File: config.mk
export PLATFORM = sky130hd
export DESIGN_NAME = kyber_keygen_sched_flat
export DESIGN_NICKNAME = d
export VERILOG_FILES = /design/src/rtl/kyber_keygen_sched_pkg.sv /design/src/rtl/kyber_keygen_sched_if.sv /design/src/rtl/kyber_keygen_sched_coeff_mod_reduce.sv /design/src/rtl/kyber_keygen_sched.sv /design/src/flat_wrapper.sv
export SDC_FILE = /design/constraint.sdc
export NUM_CORES = 2
export LEC_CHECK = 0
export ABC_CLOCK_PERIOD_IN_PS = 73300
export CORE_ASPECT_RATIO = 0.75
export CORE_MARGIN = 2
export CORE_UTILIZATION = 30
export CTS_CLUSTER_SIZE = 10
export DETAILED_ROUTE_END_ITERATION = 7
export GPL_TIMING_DRIVEN = 1
export MAX_ROUTING_LAYER = met4
export PLACE_DENSITY_LB_ADDON = 0.3
export SETUP_SLACK_MARGIN = 0.2
export SYNTH_ARGS = -nofsm -noshare
export SYNTH_HDL_FRONTEND = slang
export SYNTH_SLANG_ARGS = --single-unit
File: constraint.sdc
create_clock -name clk -period 73.3 [get_ports clk]
set_input_delay 10.995 -clock clk [delete_from_list [all_inputs] [get_ports clk]]
set_output_delay 10.995 -clock clk [all_outputs]
set_load 0.1 [all_outputs]
File: src/rtl/kyber_keygen_sched_pkg.sv
// Shared definitions for the Baby Kyber key-generation datapath.
// Holds the scheme constants (rank K, degree N, modulus Q), the signed
// coefficient width, the coefficient/polynomial types and the scheduler
// state encoding. It has no ports.
package kyber_pkg;

  localparam int K      = 2;
  localparam int N      = 4;
  localparam int Q      = 17;
  localparam int COEF_W = 32;

  // A row/column selector needs at least one bit, even when K is 1.
  localparam int IDX_W  = (K > 1) ? $clog2(K) : 1;

  typedef logic signed [COEF_W-1:0] coef_t;
  typedef coef_t [N-1:0]            poly_t;

  typedef enum logic [2:0] {
    S_IDLE   = 3'd0,
    S_ISSUE  = 3'd1,
    S_WAIT   = 3'd2,
    S_REDUCE = 3'd3,
    S_DONE   = 3'd4
  } sched_state_e;

endpackage

File: src/rtl/kyber_keygen_sched_if.sv
// Request/grant/response link between the key-generation sequencer and the
// shared polynomial multiplier (with its external A/s operand mux).
//   mul_req        sequencer -> mult  : request one product
//   mul_row/col    sequencer -> mult  : operand selectors A[row][col], s[col]
//   mul_gnt        mult -> sequencer  : request accepted
//   mul_rsp_valid  mult -> sequencer  : product coefficients valid
//   mul_rsp        mult -> sequencer  : N signed, unreduced coefficients
// master = sequencer side, slave = multiplier side.
interface kyber_keygen_sched_if;
  import kyber_pkg::*;

  logic             mul_req;
  logic [IDX_W-1:0] mul_row;
  logic [IDX_W-1:0] mul_col;
  logic             mul_gnt;
  logic             mul_rsp_valid;
  poly_t            mul_rsp;

  modport master (
    output mul_req, mul_row, mul_col,
    input  mul_gnt, mul_rsp_valid, mul_rsp
  );

  modport slave (
    input  mul_req, mul_row, mul_col,
    output mul_gnt, mul_rsp_valid, mul_rsp
  );

endinterface

File: src/rtl/kyber_keygen_sched_coeff_mod_reduce.sv
// coeff_mod_reduce: combinational signed reduction of one coefficient into
// [0, Q-1], i.e. ((x % Q) + Q) % Q.
//   x  in  W signed : coefficient to reduce
//   r  out W signed : reduced value, always in [0, Q-1]
module coeff_mod_reduce #(
  parameter int W = 32,
  parameter int Q = 17
) (
  input  logic signed [W-1:0] x,
  output logic signed [W-1:0] r
);

  localparam logic signed [W-1:0] QV = W'(Q);

  logic signed [W-1:0] rem;

  // The remainder truncates toward zero, so a negative input leaves a
  // remainder in (-Q, 0) that one addition of Q brings into range.
  always_comb begin
    rem = x % QV;
    r   = (rem < 0) ? rem + QV : rem;
  end

endmodule

File: src/rtl/kyber_keygen_sched.sv
// kyber_keygen_sched: computes t = A*s + e for Baby Kyber key generation
// with one shared multiplier. Each row issues K products A[r][c]*s[c],
// accumulates the signed responses, reduces mod Q, adds e[r], reduces again
// and writes t[r].
//   clk, rst_n   clock, synchronous active-low reset
//   start        begin a computation (only honoured in IDLE)
//   abort        synchronous cancel from any state, no done pulse
//   e_in         K x N signed error coefficients, stable start..done
//   mul_if       request/grant/response link to the shared multiplier
//   busy         high in every state except IDLE
//   done         one-cycle pulse when all rows of t are written
//   t_out        K x N result coefficients in [0, Q-1]
//   proto_err    sticky flag: response seen outside WAIT
module kyber_keygen_sched
  import kyber_pkg::*;
#(
  parameter int K      = kyber_pkg::K,
  parameter int N      = kyber_pkg::N,
  parameter int Q      = kyber_pkg::Q,
  parameter int COEF_W = kyber_pkg::COEF_W
) (
  input  logic                                    clk,
  input  logic                                    rst_n,
  input  logic                                    start,
  input  logic                                    abort,
  input  logic signed [K-1:0][N-1:0][COEF_W-1:0]  e_in,
  kyber_keygen_sched_if.master                    mul_if,
  output logic                                    busy,
  output logic                                    done,
  output logic        [K-1:0][N-1:0][COEF_W-1:0]  t_out,
  output logic                                    proto_err
);

  localparam int IW = (K > 1) ? $clog2(K) : 1;
  localparam logic [IW-1:0] LAST_IDX = IW'(K - 1);
  localparam logic [IW-1:0] ONE_IDX  = IW'(1);

  sched_state_e state_q, state_d;
  logic [IW-1:0] row_q, row_d;
  logic [IW-1:0] col_q, col_d;
  logic          mul_req_q, mul_req_d;
  logic          busy_q, busy_d;
  logic          done_q, done_d;
  logic          proto_err_q, proto_err_d;
  logic signed [COEF_W-1:0] acc_q [N];
  logic signed [COEF_W-1:0] acc_d [N];
  logic [K-1:0][N-1:0][COEF_W-1:0] t_q, t_d;

  logic signed [COEF_W-1:0] acc_mod [N];
  logic signed [COEF_W-1:0] e_sum   [N];
  logic signed [COEF_W-1:0] red     [N];

  // Reduction datapath for the current row: mod(mod(acc) + e[row]).
  for (genvar i = 0; i < N; i++) begin : g_reduce
    coeff_mod_reduce #(.W(COEF_W), .Q(Q)) u_acc_mod (
      .x (acc_q[i]),
      .r (acc_mod[i])
    );

    assign e_sum[i] = acc_mod[i] + $signed(e_in[row_q][i]);

    coeff_mod_reduce #(.W(COEF_W), .Q(Q)) u_sum_mod (
      .x (e_sum[i]),
      .r (red[i])
    );
  end

  always_comb begin
    state_d     = state_q;
    row_d       = row_q;
    col_d       = col_q;
    acc_d       = acc_q;
    t_d         = t_q;
    // A response is only legal while a product is outstanding.
    proto_err_d = proto_err_q | (mul_if.mul_rsp_valid && (state_q != S_WAIT));

    unique case (state_q)
      S_IDLE: begin
        if (start) begin
          row_d   = '0;
          col_d   = '0;
          for (int i = 0; i < N; i++) acc_d[i] = '0;
          state_d = S_ISSUE;
        end
      end
      S_ISSUE: begin
        if (mul_if.mul_gnt) state_d = S_WAIT;
      end
      S_WAIT: begin
        if (mul_if.mul_rsp_valid) begin
          for (int i = 0; i < N; i++) acc_d[i] = acc_q[i] + mul_if.mul_rsp[i];
          if (col_q != LAST_IDX) begin
            col_d   = col_q + ONE_IDX;
            state_d = S_ISSUE;
          end else begin
            state_d = S_REDUCE;
          end
        end
      end
      S_REDUCE: begin
        for (int i = 0; i < N; i++) begin
          t_d[row_q][i] = red[i];
          acc_d[i]      = '0;
        end
        col_d = '0;
        if (row_q != LAST_IDX) begin
          row_d   = row_q + ONE_IDX;
          state_d = S_ISSUE;
        end else begin
          state_d = S_DONE;
        end
      end
      S_DONE: begin
        state_d = S_IDLE;
      end
      default: begin
        state_d = S_IDLE;
      end
    endcase

    // abort overrides any transition, including a same-cycle start.
    if (abort) state_d = S_IDLE;

    // Outputs are registered copies of what the next state implies, so
    // mul_req has no combinational path from mul_gnt.
    mul_req_d = (state_d == S_ISSUE);
    busy_d    = (state_d != S_IDLE);
    done_d    = (state_d == S_DONE);
  end

  always_ff @(posedge clk) begin
    if (!rst_n) begin
      state_q     <= S_IDLE;
      row_q       <= '0;
      col_q       <= '0;
      mul_req_q   <= 1'b0;
      busy_q      <= 1'b0;
      done_q      <= 1'b0;
      proto_err_q <= 1'b0;
      t_q         <= '0;
      for (int i = 0; i < N; i++) acc_q[i] <= '0;
    end else begin
      state_q     <= state_d;
      row_q       <= row_d;
      col_q       <= col_d;
      mul_req_q   <= mul_req_d;
      busy_q      <= busy_d;
      done_q      <= done_d;
      proto_err_q <= proto_err_d;
      t_q         <= t_d;
      for (int i = 0; i < N; i++) acc_q[i] <= acc_d[i];
    end
  end

  assign mul_if.mul_req = mul_req_q;
  assign mul_if.mul_row = row_q;
  assign mul_if.mul_col = col_q;
  assign busy           = busy_q;
  assign done           = done_q;
  assign t_out          = t_q;
  assign proto_err      = proto_err_q;

endmodule

File: src/flat_wrapper.sv
// flat-port wrapper written by rule: the top's interface ports become plain ports
module kyber_keygen_sched_flat import kyber_pkg::*;
#(
  parameter int K      = kyber_pkg::K,
  parameter int N      = kyber_pkg::N,
  parameter int Q      = kyber_pkg::Q,
  parameter int COEF_W = kyber_pkg::COEF_W
)
  (clk, rst_n, start, abort, e_in, busy, done, t_out, proto_err, mul_if_mul_req, mul_if_mul_row, mul_if_mul_col, mul_if_mul_gnt, mul_if_mul_rsp_valid, mul_if_mul_rsp);
  kyber_keygen_sched_if mul_if_i ();
  input  logic clk;
  input  logic rst_n;
  input  logic start;
  input  logic abort;
  input  logic signed [K-1:0][N-1:0][COEF_W-1:0] e_in;
  output logic busy;
  output logic done;
  output logic        [K-1:0][N-1:0][COEF_W-1:0] t_out;
  output logic proto_err;
  output wire logic [$bits(mul_if_i.mul_req)-1:0] mul_if_mul_req;
  output wire logic [$bits(mul_if_i.mul_row)-1:0] mul_if_mul_row;
  output wire logic [$bits(mul_if_i.mul_col)-1:0] mul_if_mul_col;
  input wire logic [$bits(mul_if_i.mul_gnt)-1:0] mul_if_mul_gnt;
  input wire logic [$bits(mul_if_i.mul_rsp_valid)-1:0] mul_if_mul_rsp_valid;
  input wire logic [$bits(mul_if_i.mul_rsp)-1:0] mul_if_mul_rsp;
  assign mul_if_mul_req = mul_if_i.mul_req;
  assign mul_if_mul_row = mul_if_i.mul_row;
  assign mul_if_mul_col = mul_if_i.mul_col;
  assign mul_if_i.mul_gnt = mul_if_mul_gnt;
  assign mul_if_i.mul_rsp_valid = mul_if_mul_rsp_valid;
  assign mul_if_i.mul_rsp = mul_if_mul_rsp;
  kyber_keygen_sched #(.K(K), .N(N), .Q(Q), .COEF_W(COEF_W)) u_core (.clk(clk), .rst_n(rst_n), .start(start), .abort(abort), .e_in(e_in), .mul_if(mul_if_i), .busy(busy), .done(done), .t_out(t_out), .proto_err(proto_err));
endmodule
### Word level (Yosys, flattened, before mapping)

Index checks and enable logic that the tools add are counted.

| word-level totals | value |
|---|---|
| bits in registers | 393 |
| input bits | 390 |
| output and inout bits | 262 |
| word-level logic and storage cells | 110 |

| operators by class | value |
|---|---|
| add/sub/neg operators | 18 |
| div/mod/pow operators | 8 |
| $lt $le $gt $ge | 10 |
| equality and inequality tests | 8 |
| mux-type cells | 38 |
| bitwise logic cells | 1 |
| reductions and logical operators | 8 |

Operator list:

| operator | count |
|---|---|
| 256-bit bitwise mux | 4 |
| 128-bit two-way mux | 5 |
| 128-bit demux with 1-bit select | 4 |
| 128-bit one-hot mux with 3 select lines | 1 |
| 32-bit two-way mux | 9 |
| 32-bit adder | 8 |
| 32-bit by 6-bit adder with 32-bit output (second input constant) | 8 |
| 32-bit by 1-bit < comparator with 1-bit output (second input constant) | 8 |
| 32-bit by 6-bit remainder unit with 32-bit output (second input constant) | 8 |
| 96-bit two-way mux | 1 |
| 64-bit two-way mux | 1 |
| 3-bit two-way mux | 5 |
| 3-bit one-hot mux with 4 select lines | 1 |
| 3-bit by 1-bit == test with 1-bit output (second input constant) | 2 |
| 3-bit by 2-bit == test with 1-bit output (second input constant) | 2 |
| 3-bit nonzero test | 2 |
| 1-bit two-way mux | 4 |
| 2-bit inequality test (second input constant) | 2 |
| 3-bit == test (second input constant) | 1 |
| 3-bit logical NOT | 1 |
| 3-bit by 2-bit inequality test with 1-bit output (second input constant) | 1 |
| 1-bit one-hot mux with 3 select lines | 1 |
| 3-bit AND reduction | 1 |
| 1-bit adder (second input constant) | 2 |
| 8 further kinds | 9 |

### Depth between registers and ports, before layout

| depth | value |
|---|---|
| word-level depth | 11 |
| depth in mapped cells | 209 |
| mapped depth without buffers | 186 |

### By module

A second synthesis with hierarchy kept.

| unflattened totals | value |
|---|---|
| cell total of the unflattened synthesis | 12227 |
| area, all modules | 89726.1 um2 |

Modules (own cells, without submodules):

| module | times used | cells each | area each (um2) | sequential area each (um2) |
|---|---|---|---|---|
| kyber_keygen_sched | 1 | 3348 | 27341.2 | 7867.5 |
| coeff_mod_reduce (u_core.g_reduce[0].u_sum_mod ...) | 3 | 1129 | 7971.4 | 0.0 |
| coeff_mod_reduce (u_core.g_reduce[2].u_sum_mod ...) | 3 | 1068 | 7502.2 | 0.0 |
| coeff_mod_reduce (u_core.g_reduce[0].u_acc_mod) | 1 | 1138 | 8029.0 | 0.0 |
| coeff_mod_reduce (u_core.g_reduce[2].u_acc_mod) | 1 | 1150 | 7935.1 | 0.0 |

### Least setup slack after synthesis

OpenSTA, ideal clock, no wires.

| timing path | value |
|---|---|
| path type | register to register |
| from | register u_core.acc_q[32] (netlist name) |
| to | register u_core.t_q, in the netlist u_core.t_out[205] |
| setup time | 0.127 ns |
| arrival | 43.945 ns |
| data required time | 73.173 ns |
| setup slack | 29.228 ns |
| stages on the path, launching flop included | 195 |
| buffers on the path | 18 |
| clock period less this slack | 44.072 ns |
| cell sequence | dfxtp_1 > clkbuf_1 > inv_1 > ha_1 > or4b_4 > or4_1 > buf_4 > o41ai_4 > xor2_2 > o21ai_1 > a311oi_1 > mux2i_1 > a2111oi_2 > a311o_1 > o311a_1 > nor3_1 > o2111ai_1 > a2111oi_4 > [159 not listed] > o21a_1 > nor2_1 > xnor2_1 > inv_1 > ha_1 > clkbuf_1 > a41oi_1 > nor2_1 > xnor2_1 > ha_1 > inv_1 > nand2_1 > xnor2_1 > nand2b_1 > o311ai_1 > o211ai_1 > a21oi_1 > nor2_1 |

| between the ends | value |
|---|---|
| word-level cells in the longest chain between the ends | 9 |
| elaborated cells between the ends (all ways) | 11 |
| classes of those cells | add/sub: 3; div: 2; order compare: 2; mux: 4 |

RTL lines:

| item | RTL line | RTL |
|---|---|---|
| start, declared | kyber_keygen_sched.sv:45 | `logic signed [COEF_W-1:0] acc_q [N];` |
| 32-bit by 6-bit remainder unit with 32-bit output (*) | kyber_keygen_sched_coeff_mod_reduce.sv:20 | `rem = x % QV;` |
| 32-bit by 6-bit adder with 32-bit output / 32-bit by 1-bit < comparator with 1-bit output (equally long branches) | kyber_keygen_sched_coeff_mod_reduce.sv:21 | `r = (rem < 0) ? rem + QV : rem;` |
| 32-bit two-way mux (*) | kyber_keygen_sched_coeff_mod_reduce.sv:21 |  |
| 32-bit adder (*) | kyber_keygen_sched.sv:60 | `assign e_sum[i] = acc_mod[i] + $signed(e_in[row_q][i]);` |
| 32-bit by 6-bit remainder unit with 32-bit output (*) | kyber_keygen_sched_coeff_mod_reduce.sv:20 |  |
| 32-bit by 6-bit adder with 32-bit output / 32-bit by 1-bit < comparator with 1-bit output (equally long branches) | kyber_keygen_sched_coeff_mod_reduce.sv:21 |  |
| 32-bit two-way mux (*) | kyber_keygen_sched_coeff_mod_reduce.sv:21 |  |
| 256-bit bitwise mux (*) (2 in series) | kyber_keygen_sched.sv:102 | `t_d[row_q][i] = red[i];` |
| end signal, assigned | kyber_keygen_sched.sv:150 | `t_q <= t_d;` |
| end, declared | kyber_keygen_sched.sv:47 | `logic [K-1:0][N-1:0][COEF_W-1:0] t_q, t_d;` |

Mark *: on every way between the ends. The rest lies on a longest branch, timed or not.
A chain may end at the register's enable or synchronous reset.

### Worst setup path after layout

| timing path | value |
|---|---|
| from | register u_core.acc_q[33] (netlist name) |
| to | register u_core.t_q, in the netlist u_core.t_out[210] |

The elaborated chain is that of the path after synthesis.

==> metrics.csv <==
metric,value,unit
avgSynthCellArea,7.23,um2
slew_headroom,0.194,
drc,0,
grtUsageTotal,0.202,
cp.required,73.82,ns
worst_path_max_delay_cell,o311ai_2,
post-cts-setup-buffers,0,
crit_type,reg -> reg,
gp_congestion,0.930,
period_needed,53.85,ns
async_reset_ff_frac,0,
dr.pass1.iters,6,
htreeDepth,2,
drt-met1-wl,147000,um
wl_per_cell,18.8,um
fin_nets,12700,
start_util,0.302,
detail-route-antenna-nets,0,
wirelength,295000,um
path_max_fanout,35,
core_area,277000,um2
worst_path_most_repeated_cell,a21oi_1,
finalNonFillerCells,15700,
viasPerCell,5.83,
numCtsBuffers,52,
clkLatencyLatePin,0.74,ns
rows,167,
clkTransAtPathRegs,0.07,ns
max_freq,18.6,MHz
yosysWarnings,0,
yosysSeqAreaShare,0.0941,
rsz0062_at_grt,no,
grt_max_degree,81,
whs,0.438,ns
top_layer_used,met4,
die_area,283000,um2
die_h,461,um
cts_tree,done,
max-cap-violations,0,
finalSetupTns,0,ns
finalClockSkew,0.0818,ns
synth_area_leaders,"dfxtp_1 (9.4%), xnor2_1 (8.0%), nand2_1 (5.3%), a21oi_1 (5.2%), ha_1 (4.8%)",
clock-root-buffer,clkbuf_16,
crit_arrival,54.37,ns
hold_viol,0,
cts_sinks,393,
status,"finished, final reports clean",
hp-class,reg -> reg,
fin_area,94800,um2
dp_hpwl,237000,um
synth-seq-cells,393,
syn-cell-area,83600,um2
wl_met2,124000,um
layout_common_cells,"nand2_1 (1190), nor2_1 (995), a21oi_1 (869)",
cts_hold_buf,0,
syn_nets,12300,
final_common_cell,nand2_1,
finalSetupViolCount,0,
layout-drive-gt1-share,0.101,
die_x,614,um
grt_first_pass_wirelength,461000,um
cts_resized,0,
drt_iter0_drc,9422,
pin_count,652,
grt_pass1_vias,80200,
yosysTopAreaCell,dfxtp_1,
dp.cells,15600,
synth_cell_types,203,
synth_edf_count,0,
postSynthCellCount,11600,
cp-start-kind,register,
clk_path_buf_depth,3,
slowest_delay,0.88,ns
ys.flop_type,dfxtp_1,
port_buffers,651,
syn2layout_area_growth,13.4,%
tightest_slew,1.20,ns
route.vias.total,91500,
finalCritPeriodShare,0.735,
end_kind,register,
placed_cell_area,93100,um2
overflow,0,
met3WireLength,18600,um
synth_top_area_frac,0.0941,
slew_viol_final,0,
antenna_found_initial,14,
layer usage:
metal,GRT usage,vias up
li1,-,45100
met1,0.300,43000
met2,0.292,3142
met3,0.0185,250
met4,0.0401,0
met5,-,-
registers in the layout, summed over array words and instances, names as in the netlist:
signal,cells
u_core.mul_if.mul_req,1
u_core.state_q,3
u_core.proto_err,1
u_core.acc_q,128
u_core.done,1
u_core.t_out,256
u_core.mul_if.mul_col,1
u_core.mul_if.mul_row,1
u_core.busy,1
cell type report:
type / instances / area, um2
Fill cell: 29400 / 182000
Multi-Input combinational cell: 10300 / 71800
Sequential cell: 393 / 7880
Timing Repair Buffer: 739 / 7160
Tap cell: 3718 / 4650
Inverter: 426 / 1610
Clock buffer: 63 / 1380
Clock inverter: 15 / 309
Antenna cell: 9 / 22.5
worst max-delay path: cells and delay by family (launching register included):
family	cells	cell delay [ns]
flops	1	0.45
xor+xnor	12	4.24
mux	6	2.30
buf+inv	6	1.00
compound gates	95	28.48
simple gates	51	14.64
fa+ha+maj	8	2.36
cell usage after synthesis (all sizes together), types with 67 or more instances:
library cell	number
and2	206
nor3	388
clkbuf	242
o21ai	607
a21oi	907
a22oi	160
a21o	184
nand2b	89
nand3	376
o311ai	82
dfxtp	393
or3	140
xor2	269
nor4	146
ha	320
nand2	1220
mux2i	173
and3	163
or4	69
o21a	151
nand4	104
o2111ai	82
buf	146
o211ai	178
xnor2	781
o31ai	137
inv	420
or2	120
a21boi	67
a2111oi	87
o21bai	226
nor2	1015
o211a	67
o22ai	76
a31oi	161
a211o	76
mux2	229
a211oi	185
path summary, 6_finish.rpt:
| kind | startpoint | endpoint | slack, ns | depth (start not counted) |
|---|---|---|---|---|
| worst max-delay path | u_core.acc_q[33]$_SDFFE_PN0P_ | u_core.t_out[210]$_SDFFE_PN0P_ | 19.45 | 178 |
| worst min-delay path | u_core.t_out[235]$_SDFFE_PN0P_ | u_core.t_out[235]$_SDFFE_PN0P_ | 0.44 | 2 |
| worst max register to register | u_core.acc_q[33]$_SDFFE_PN0P_ | u_core.t_out[210]$_SDFFE_PN0P_ | 19.45 | 178 |
| worst min register to register | u_core.t_out[235]$_SDFFE_PN0P_ | u_core.t_out[235]$_SDFFE_PN0P_ | 0.44 | 2 |
cells by family (layout without fill, tap and decap cells):
kind of cell | Yosys count | count (layout) | share of synthesized area
AOI/OAI and AO/OA | 4230 | 4230 | 0.378
xor gates and xnor gates | 1054 | 1054 | 0.114
adders and majority gates | 341 | 341 | 0.0514
buffers and inverters | 824 | 1243 | 0.0486
DFF | 393 | 393 | 0.0941
muxes | 402 | 402 | 0.0524
other | 0 | 9 | 0
and+or+nand+nor | 4320 | 4320 | 0.261
stage by stage:
step,worst slack (ns),utilization
floorplan,29.23,-
global placement,20.21,0.336
detailed placement,20.57,0.336
CTS,20.41,0.343
global route,14.84,0.343
finish,19.45,0.343
Power is left out: the tool's default activity adds up to more than one toggle a clock period on the data nets, which glitch-free logic cannot reach.
